$ cat src/rtl/cla_sub_pipe.sv
`default_nettype none
// ============================================================================
// Module   : cla_sub_pipe
// Purpose  : Pipelined WIDTH-bit subtractor computing (A - B - Bin) mod 2^WIDTH.
//            Each pipeline stage resolves one SLICE-bit borrow-lookahead
//            slice. The slice borrow-out is registered and feeds the next
//            stage. A valid/ready handshake uses a global stall.
// Ports    : clk, rst (sync, active-high)
//            in_valid / in_ready  - operand beat handshake (A, B, Bin)
//            out_valid / out_ready - result beat handshake
//            Diff  - difference
//            Bout  - unsigned borrow-out (A < B + Bin)
//            Ovf   - signed overflow
//            Zero  - Diff == 0
// Revision : 1.0 - initial release
// ============================================================================
module cla_sub_pipe #(
    parameter int WIDTH = 32,
    parameter int SLICE = 8
) (
    input  logic             clk,
    input  logic             rst,
    input  logic             in_valid,
    output logic             in_ready,
    input  logic [WIDTH-1:0] A,
    input  logic [WIDTH-1:0] B,
    input  logic             Bin,
    output logic             out_valid,
    input  logic             out_ready,
    output logic [WIDTH-1:0] Diff,
    output logic             Bout,
    output logic             Ovf,
    output logic             Zero
);

    // Guarded divisor so a bad SLICE reaches the check below instead of
    // tripping a divide-by-zero first.
    localparam int c_slice  = (SLICE < 1) ? 1 : SLICE;
    localparam int c_stages = WIDTH / c_slice;

    if ((SLICE < 1) || (c_stages < 1) || ((WIDTH % c_slice) != 0)) begin : g_param_check
        $error("cla_sub_pipe: WIDTH must be a positive integer multiple of SLICE");
    end

    // One borrow-lookahead slice. Every internal borrow is a flat
    // sum-of-products of generate/propagate terms rather than a ripple chain:
    //   b[i+1] = g[i] | p[i]g[i-1] | ... | p[i]..p[0]bin
    // Returns {borrow_out, diff}.
    function automatic logic [SLICE:0] slice_sub(
        input logic [SLICE-1:0] a,
        input logic [SLICE-1:0] b,
        input logic             bin
    );
        logic [SLICE-1:0] g;
        logic [SLICE-1:0] p;
        logic [SLICE:0]   brw;
        logic             term;
        g      = ~a & b;
        p      = ~(a ^ b);
        brw    = '0;
        brw[0] = bin;
        for (int i = 0; i < SLICE; i++) begin
            term = bin;
            for (int j = 0; j <= i; j++) begin
                term = term & p[j];
            end
            brw[i+1] = term;
            for (int j = 0; j <= i; j++) begin
                term = g[j];
                for (int k = j + 1; k <= i; k++) begin
                    term = term & p[k];
                end
                brw[i+1] = brw[i+1] | term;
            end
        end
        return {brw[SLICE], a ^ b ^ brw[SLICE-1:0]};
    endfunction

    logic w_stall;
    logic w_accept;

    // Global stall: only a held result blocks the pipe; bubbles still advance.
    assign w_stall  = out_valid & ~out_ready;
    assign in_ready = ~w_stall;
    assign w_accept = in_valid & in_ready;

    // Stage k holds the low k slices of the difference, the operand bits not
    // yet resolved, and the borrow pending into slice k.
    for (genvar k = 1; k <= c_stages; k++) begin : g_stage
        localparam int c_lo = (k - 1) * SLICE;  // first bit resolved entering this stage
        localparam int c_dw = k * SLICE;        // resolved difference width held here
        localparam int c_sw = WIDTH - c_lo;     // unresolved operand width arriving

        logic              w_src_vld;
        logic              w_src_brw;
        logic [c_sw-1:0]   w_src_a;
        logic [c_sw-1:0]   w_src_b;
        logic [SLICE:0]    w_res;
        logic [c_dw-1:0]   w_nxt_diff;
        logic              r_vld;
        logic              r_brw;
        logic [c_dw-1:0]   r_diff;

        if (k == 1) begin : g_src_in
            assign w_src_vld  = w_accept;
            assign w_src_brw  = Bin;
            assign w_src_a    = A;
            assign w_src_b    = B;
            assign w_nxt_diff = w_res[SLICE-1:0];
        end else begin : g_src_stg
            assign w_src_vld  = g_stage[k-1].r_vld;
            assign w_src_brw  = g_stage[k-1].r_brw;
            assign w_src_a    = g_stage[k-1].g_opnd.r_a;
            assign w_src_b    = g_stage[k-1].g_opnd.r_b;
            assign w_nxt_diff = {w_res[SLICE-1:0], g_stage[k-1].r_diff};
        end

        assign w_res = slice_sub(w_src_a[SLICE-1:0], w_src_b[SLICE-1:0], w_src_brw);

        always_ff @(posedge clk) begin
            if (rst) begin
                r_vld  <= 1'b0;
                r_brw  <= 1'b0;
                r_diff <= '0;
            end else if (!w_stall) begin
                r_vld  <= w_src_vld;
                r_brw  <= w_res[SLICE];
                r_diff <= w_nxt_diff;
            end
        end

        // Operand bits above the slice just resolved travel with the beat.
        if (k < c_stages) begin : g_opnd
            logic [c_sw-SLICE-1:0] r_a;
            logic [c_sw-SLICE-1:0] r_b;
            always_ff @(posedge clk) begin
                if (rst) begin
                    r_a <= '0;
                    r_b <= '0;
                end else if (!w_stall) begin
                    r_a <= w_src_a[c_sw-1:SLICE];
                    r_b <= w_src_b[c_sw-1:SLICE];
                end
            end
        end

        // Flags are formed while the top slice resolves, so the output
        // register carries them alongside Diff with no logic after it.
        if (k == c_stages) begin : g_flags
            logic r_ovf;
            logic r_zero;
            always_ff @(posedge clk) begin
                if (rst) begin
                    r_ovf  <= 1'b0;
                    r_zero <= 1'b0;
                end else if (!w_stall) begin
                    r_ovf  <= (w_src_a[SLICE-1] ^ w_src_b[SLICE-1]) &
                              (w_res[SLICE-1] ^ w_src_a[SLICE-1]);
                    r_zero <= ~|w_nxt_diff;
                end
            end
        end
    end

    assign out_valid = g_stage[c_stages].r_vld;
    assign Diff      = g_stage[c_stages].r_diff;
    assign Bout      = g_stage[c_stages].r_brw;
    assign Ovf       = g_stage[c_stages].g_flags.r_ovf;
    assign Zero      = g_stage[c_stages].g_flags.r_zero;

endmodule
`default_nettype wire

$ cat config.mk
export PLATFORM = sky130hd
export DESIGN_NAME = cla_sub_pipe
export DESIGN_NICKNAME = d
export VERILOG_FILES = /design/src/rtl/cla_sub_pipe.sv
export SDC_FILE = /design/constraint.sdc
export NUM_CORES = 1
export LEC_CHECK = 0
export BUFFER_PORTS_ARGS = -buffer_cell sky130_fd_sc_hd__buf_2
export CORE_ASPECT_RATIO = 1.5
export CORE_MARGIN = 5
export CORE_UTILIZATION = 35
export DETAILED_ROUTE_END_ITERATION = 6
export GPL_TIMING_DRIVEN = 0
export PLACE_DENSITY = 0.64
export SYNTH_ARGS = -nofsm -noshare
export SYNTH_HDL_FRONTEND = slang
export SYNTH_SLANG_ARGS = --single-unit
$ cat constraint.sdc
create_clock -name clk -period 4.66 [get_ports clk]
set_input_delay 0.233 -clock clk [delete_from_list [all_inputs] [get_ports clk]]
set_output_delay 0.233 -clock clk [all_outputs]
set_load 0.005 [all_outputs]
Word-level counts from Yosys, hierarchy flattened:

Index checks and enable logic that the tools add are counted.

* bitwise operators: 315
* reduce and logical (&&, ||, !) cells: 2

Operators by type and width (count)
* $and 1x1->1: 147
* $or 1x1->1: 144
* $not 8->8: 8
* $xor 8x8->8: 8
* $and 8x8->8: 4
* $reduce_or 32->1: 1
* $not 1->1: 2
* $xor 1x1->1: 2
* $logic_not 1->1: 1

* output and inout port bits: 37
* bits in registers: 186
* word-level logic and storage cells: 337

Depth between registers and ports, before layout:

* depth after elaboration: 19
* depth in mapped cells: 9
* depth with buffers taken out: 9

Least setup slack after synthesis:

No wires, ideal clock.

* path kind: flip-flop to flip-flop
* start point: reg g_stage[1].g_opnd.r_a[0]
* end point: reg g_stage[2].r_diff[13]
* required time: 4.569 ns
* cell stages (with the launch flop): 9
* data arrival time: 1.907 ns
* slack: 2.662 ns
* library setup time: 0.091 ns
* buffers on the path: 0
* cells stage by stage: dfxtp_1 inv_1 ha_1 ha_1 o21a_2 o211ai_2 a21boi_0 or3_1 a311oi_1

* cells in the longest elaborated chain, start to end: 13
* elaborated cells between the ends (all ways): 19
* those cells by class: 19 x bitwise

RTL lines
* from (decl): RTL line 134 `logic [c_sw-SLICE-1:0] r_a;`
* from (signal assigned): RTL line 141 `r_a <= w_src_a[c_sw-1:SLICE];`
* $xor 8x8->8: RTL line 59 `p = ~(a ^ b);`
* $not 8->8: RTL line 59
* $and 1x1->1 (5 in a row): RTL line 65 `term = term & p[j];`
* $or 1x1->1 (*) (5 in a row): RTL line 73 `brw[i+1] = brw[i+1] | term;`
* $xor 8x8->8 (*): RTL line 76 `return {brw[SLICE], a ^ b ^ brw[SLICE-1:0]};`
* to (signal assigned): RTL line 128 `r_diff <= w_nxt_diff;`
* to (decl): RTL line 102 `logic [c_dw-1:0] r_diff;`

Every way passes the cells marked *; elsewhere a longest branch is shown, timed or not.
A chain may end at the register's enable or synchronous reset.

Final worst setup path:

* start point: reg g_stage[2].g_opnd.r_a[0]
* end point: reg g_stage[3].r_diff[22]

* cells in the longest elaborated chain, start to end: 15
* elaborated cells between the ends (all ways): 22
* those cells by class: 22 x bitwise

RTL lines (RTL line)
* from (decl): 134
* from (signal assigned): 141
* $xor 8x8->8: 59
* $not 8->8: 59
* $and 1x1->1 (6 in a row): 65
* $or 1x1->1 (*) (6 in a row): 73
* $xor 8x8->8 (*): 76
* to (signal assigned): 128
* to (decl): 102

Marks and branches as above.

==> flow_summary_export.csv <==
group,metric,value,unit
synthesis,netlist_area,0.00774,mm²
placed_design,gp_congestion,0.816,
finish,drive_above_1_share,0.152,
synthesis,synth_fp_nets,1075,
detailed_routing,viasPerCell,4.84,
critical_path,reg2reg_from,"g_stage[2].g_opnd.r_a[0]",
cts,clock_sinks,186,
cts,cts_root_buffer,"clkbuf_16",
critical_path,r2r_cells,9,
cts,cts_resized,0,
detailed_routing,drt-initial-drc-count,235,
global_route,grt_pass1_wl,33.4,mm
global_route,grt_overflow,0,
min_path,holdCritStartpoint,"A[19]",
global_route,grt_util_met2,0.307,
cts,clock_tree.htree_level_count,4,
critical_path,critPathBufInv,1,
min_path,holdPathEnd,"g_stage[1].g_opnd.r_a[11]",
sta,setup_viol,0,
finish,area_delta_synth_final,19.4,%
detailed_routing,vias,6645,
power_and_ir_drop,p_comb_frac,0.112,
power_and_ir_drop,p_leak,3.86,nW
synthesis,syn_inst,966,
critical_path,rr_endpoint,"g_stage[3].r_diff[22]",
synthesis,synthTopCellsByArea,"dfxtp_1 (48%), nand2_1 (15%), a21oi_1 (10%)",
critical_path,crit_arrival,2.88,ns
critical_path,r2r_slack,2.07,ns
finish,num_antenna_cells,0,
critical_path,critPathMaxFanout,3,
critical_path,crit_path_frequent_cell,"ha_1",
synthesis,yosysTopAreaCell,"dfxtp_1",
die,io_pins,106,
power_and_ir_drop,power.density,402,mW/mm²
placed_design,dp_hpwl,16.2,mm
synthesis,yosysUniqueCellTypes,42,
global_route,grt_util_met1,0.180,
critical_path,crit_type,"register to register",
sta,hold_viol_final,0,
finish,fin_nets,1198,
global_route,antenna_found_initial,0,
synthesis,synth-edff-count,0,
synthesis,synth_top_area_share,0.481,
min_path,min_path_cells,3,
power_and_ir_drop,p_int,2.79,mW
synthesis,synthFlopType,"dfxtp_1",
cts,cts_hold_buffers,0,
sta,worst_pin_slew,0.811,ns
critical_path,cp.required,4.95,ns
die,die_w,131,µm
global_route,grt_max_degree,17,
detailed_routing,drc,0,
cts,cts_tree,"built",
global_route,grt_usage,0.165,
die,coreArea,0.0217,mm²
critical_path,critPathCaptureType,"register",
cts,clk_latency,0.43,ns
synthesis,ys_seq_elements,186,
die,num_rows,66,
cts,postCtsSetupRepairBufs,0,
power_and_ir_drop,switching_share,0.250,
cts,clk_pin_slew,0.07,ns
critical_path,cp_top_family,"compound AO/OA/AOI/OAI gates",
power_and_ir_drop,seq_power_share,0.474,
sta,min_period,2.59,ns
cts,cts_buffer_depth,2,
die,die-area,0.0253,mm²
synthesis,synth_area_per_cell,8.02,µm²
detailed_routing,wl_per_cell,15.1,µm
detailed_routing,ant_nets,0,
die,start_util,0.357,
cts,cts_inserted_buffers,17,
global_route,grt_pass1_vias,6592,
critical_path,worst_path_largest_cell_delay,0.66,ns
detailed_routing,wl,20.8,mm
power_and_ir_drop,p_switching,0.930,mW
sta,period_share,0.556,
critical_path,crit_path_cell_trace,"inv_1, ha_1, ha_1, o21a_2, o211ai_2, a21boi_0, o21ai_0, a2111oi_0, a211oi_1",
sta,fin_worst_skew,0.00954,ns
detailed_routing,firstDrtPassIters,4,
sta,relSlewSlack,0.445,
power_and_ir_drop,ir_drop,0.000262,V
sta,fmax,0.386,GHz
min_path,hp-class,"input pin to register",
sta,setup_tns,0,ns
critical_path,critPathSlowestCell,"a2111oi_0",
placed_design,portBuffers,104,
sta,drv_slew,0,
die,die_h,192,µm
synthesis,ys_async_sr_fraction,0,
sta,worst_hold_slack,0.0346,ns
synthesis,yosysWarnings,0,
sta,rsz0062_at_grt,"no",
synthesis,seq_area_frac_synth,0.481,
global_route,grt.busiest_layer,"met2",
critical_path,start_kind,"register",
global_route,use_met3,0.0377,
run,drv_cap,0,
power_and_ir_drop,pwr-share-clk,0.415,
outcome,outcome,"finished, final reports clean",
[power groups by stage]
| stage | clock network, mW | logic (mW) | registers [mW] |
|---|---|---|---|
| floorplan | 0 | 0.282 | 1.78 |
| global placement | 0 | 0.412 | 1.79 |
| detailed placement | 0 | 0.418 | 1.80 |
| CTS | 1.57 | 0.421 | 1.76 |
| global route | 1.64 | 0.467 | 1.77 |
| finish | 1.54 | 0.415 | 1.76 |
[cells in the mapped netlist (4+ instances only)]
library cell and count:
nor3_1 16, o21ai_0 5, a21oi_1 156, nor4_1 5
fa_1 4, nand2_1 305, a311oi_1 6, a211oi_2 4
clkbuf_1 45, o21a_1 6, xor2_1 4, dfxtp_1 186
or3_1 6, a211oi_1 14, buf_2 13, nor2_1 52
inv_1 41, buf_1 4, ha_1 36, and3_1 4
xnor2_1 10, nand3_1 4
[cells by family after synthesis]
kind of cell               Yosys count  share of synthesized area
AOI/OAI and AO/OA                  217                      0.168
xor gates and xnor gates            14                     0.0158
adders and majority gates           40                     0.0685
buffers and inverters              104                     0.0525
DFF                                186                      0.481
and+or+nand+nor                    405                      0.215
[cell type report]
type | instances | area (µm²)
multi-input combinational | 676 | 3610
buffer | 62 | 249
clock inverter | 11 | 163
tap | 272 | 340
inverter | 42 | 158
timing repair buffer | 104 | 520
fill | 2263 | 12500
clock buffer | 21 | 480
sequential | 186 | 3720
[cells in the final DEF (no fill, tap or decap), types with 4 or more instances in the layout]
cell and instances:
nand2_1 305, dfxtp_1 186, a21oi_1 156, buf_2 117
nor2_1 52, clkbuf_1 45, inv_1 41, ha_1 36
clkbuf_16 17, nor3_1 16, a211oi_1 14, xnor2_1 10
or3_1 6, a311oi_1 6, o21a_1 6, o21ai_0 5
nor4_1 5, buf_1 4, nand3_1 4, and3_1 4
a211oi_2 4, xor2_1 4, fa_1 4, clkbuf_8 4
clkinv_4 4
[metal layers]
| metal | up-vias | share of wire |
|---|---|---|
| met1 | 3046 | 0.40 |
| met2 | 132 | 0.53 |
| met3 | 32 | 0.040 |
| met5 | - | 0 |
| met4 | 0 | 0.027 |
| li1 | 3435 | - |
[flip-flops by register name (all words and copies together) (netlist names)]
register,count
g_stage.r_brw,3
Bout,1
out_valid,1
Ovf,1
g_stage.r_diff,48
Zero,1
Diff,32
g_stage.r_vld,3
g_stage.g_opnd.r_a,48
g_stage.g_opnd.r_b,48
[worst reg2reg max path: stages, from the launching register on]
cell	delay [ns]
dfxtp_1	0.39
inv_1	0.06
ha_1	0.27
ha_1	0.14
o21a_2	0.14
o211ai_2	0.10
a21boi_0	0.32
o21ai_0	0.20
a2111oi_0	0.66
a211oi_1	0.15
[stage by stage]
step / cell area (µm²) / total power, mW / utilization / worst slack, ns / cells
3_5_place_dp: 8610 / 2.21 / 0.396 / 2.09 / 1342
6_report: 9250 / 3.72 / 0.426 / 2.07 / 1374
5_1_grt: 9250 / 3.88 / 0.426 / 1.94 / 1374
2_1_floorplan: 7740 / 2.06 / - / 2.66 / 966
4_1_cts: 9250 / 3.75 / 0.426 / 2.03 / 1374
3_3_place_gp: 8610 / 2.21 / 0.396 / 2.05 / 1342
[how the worst max path moves through the flow]
stage / cells after the start / startpoint / end / slack (ns)
2_1_floorplan: 8 / g_stage[1].g_opnd.r_a[0] / g_stage[2].r_diff[13] / 2.66
3_3_place_gp: 10 / A[0] / g_stage[1].r_diff[6] / 2.05
3_5_place_dp: 10 / A[0] / g_stage[1].r_diff[6] / 2.09
4_1_cts: 6 / out_valid / in_ready / 2.03
5_1_grt: 9 / g_stage[1].g_opnd.r_a[0] / g_stage[2].r_diff[14] / 1.94
6_report: 9 / g_stage[2].g_opnd.r_a[0] / g_stage[3].r_diff[22] / 2.07
(Power assumes the default switching activity.)
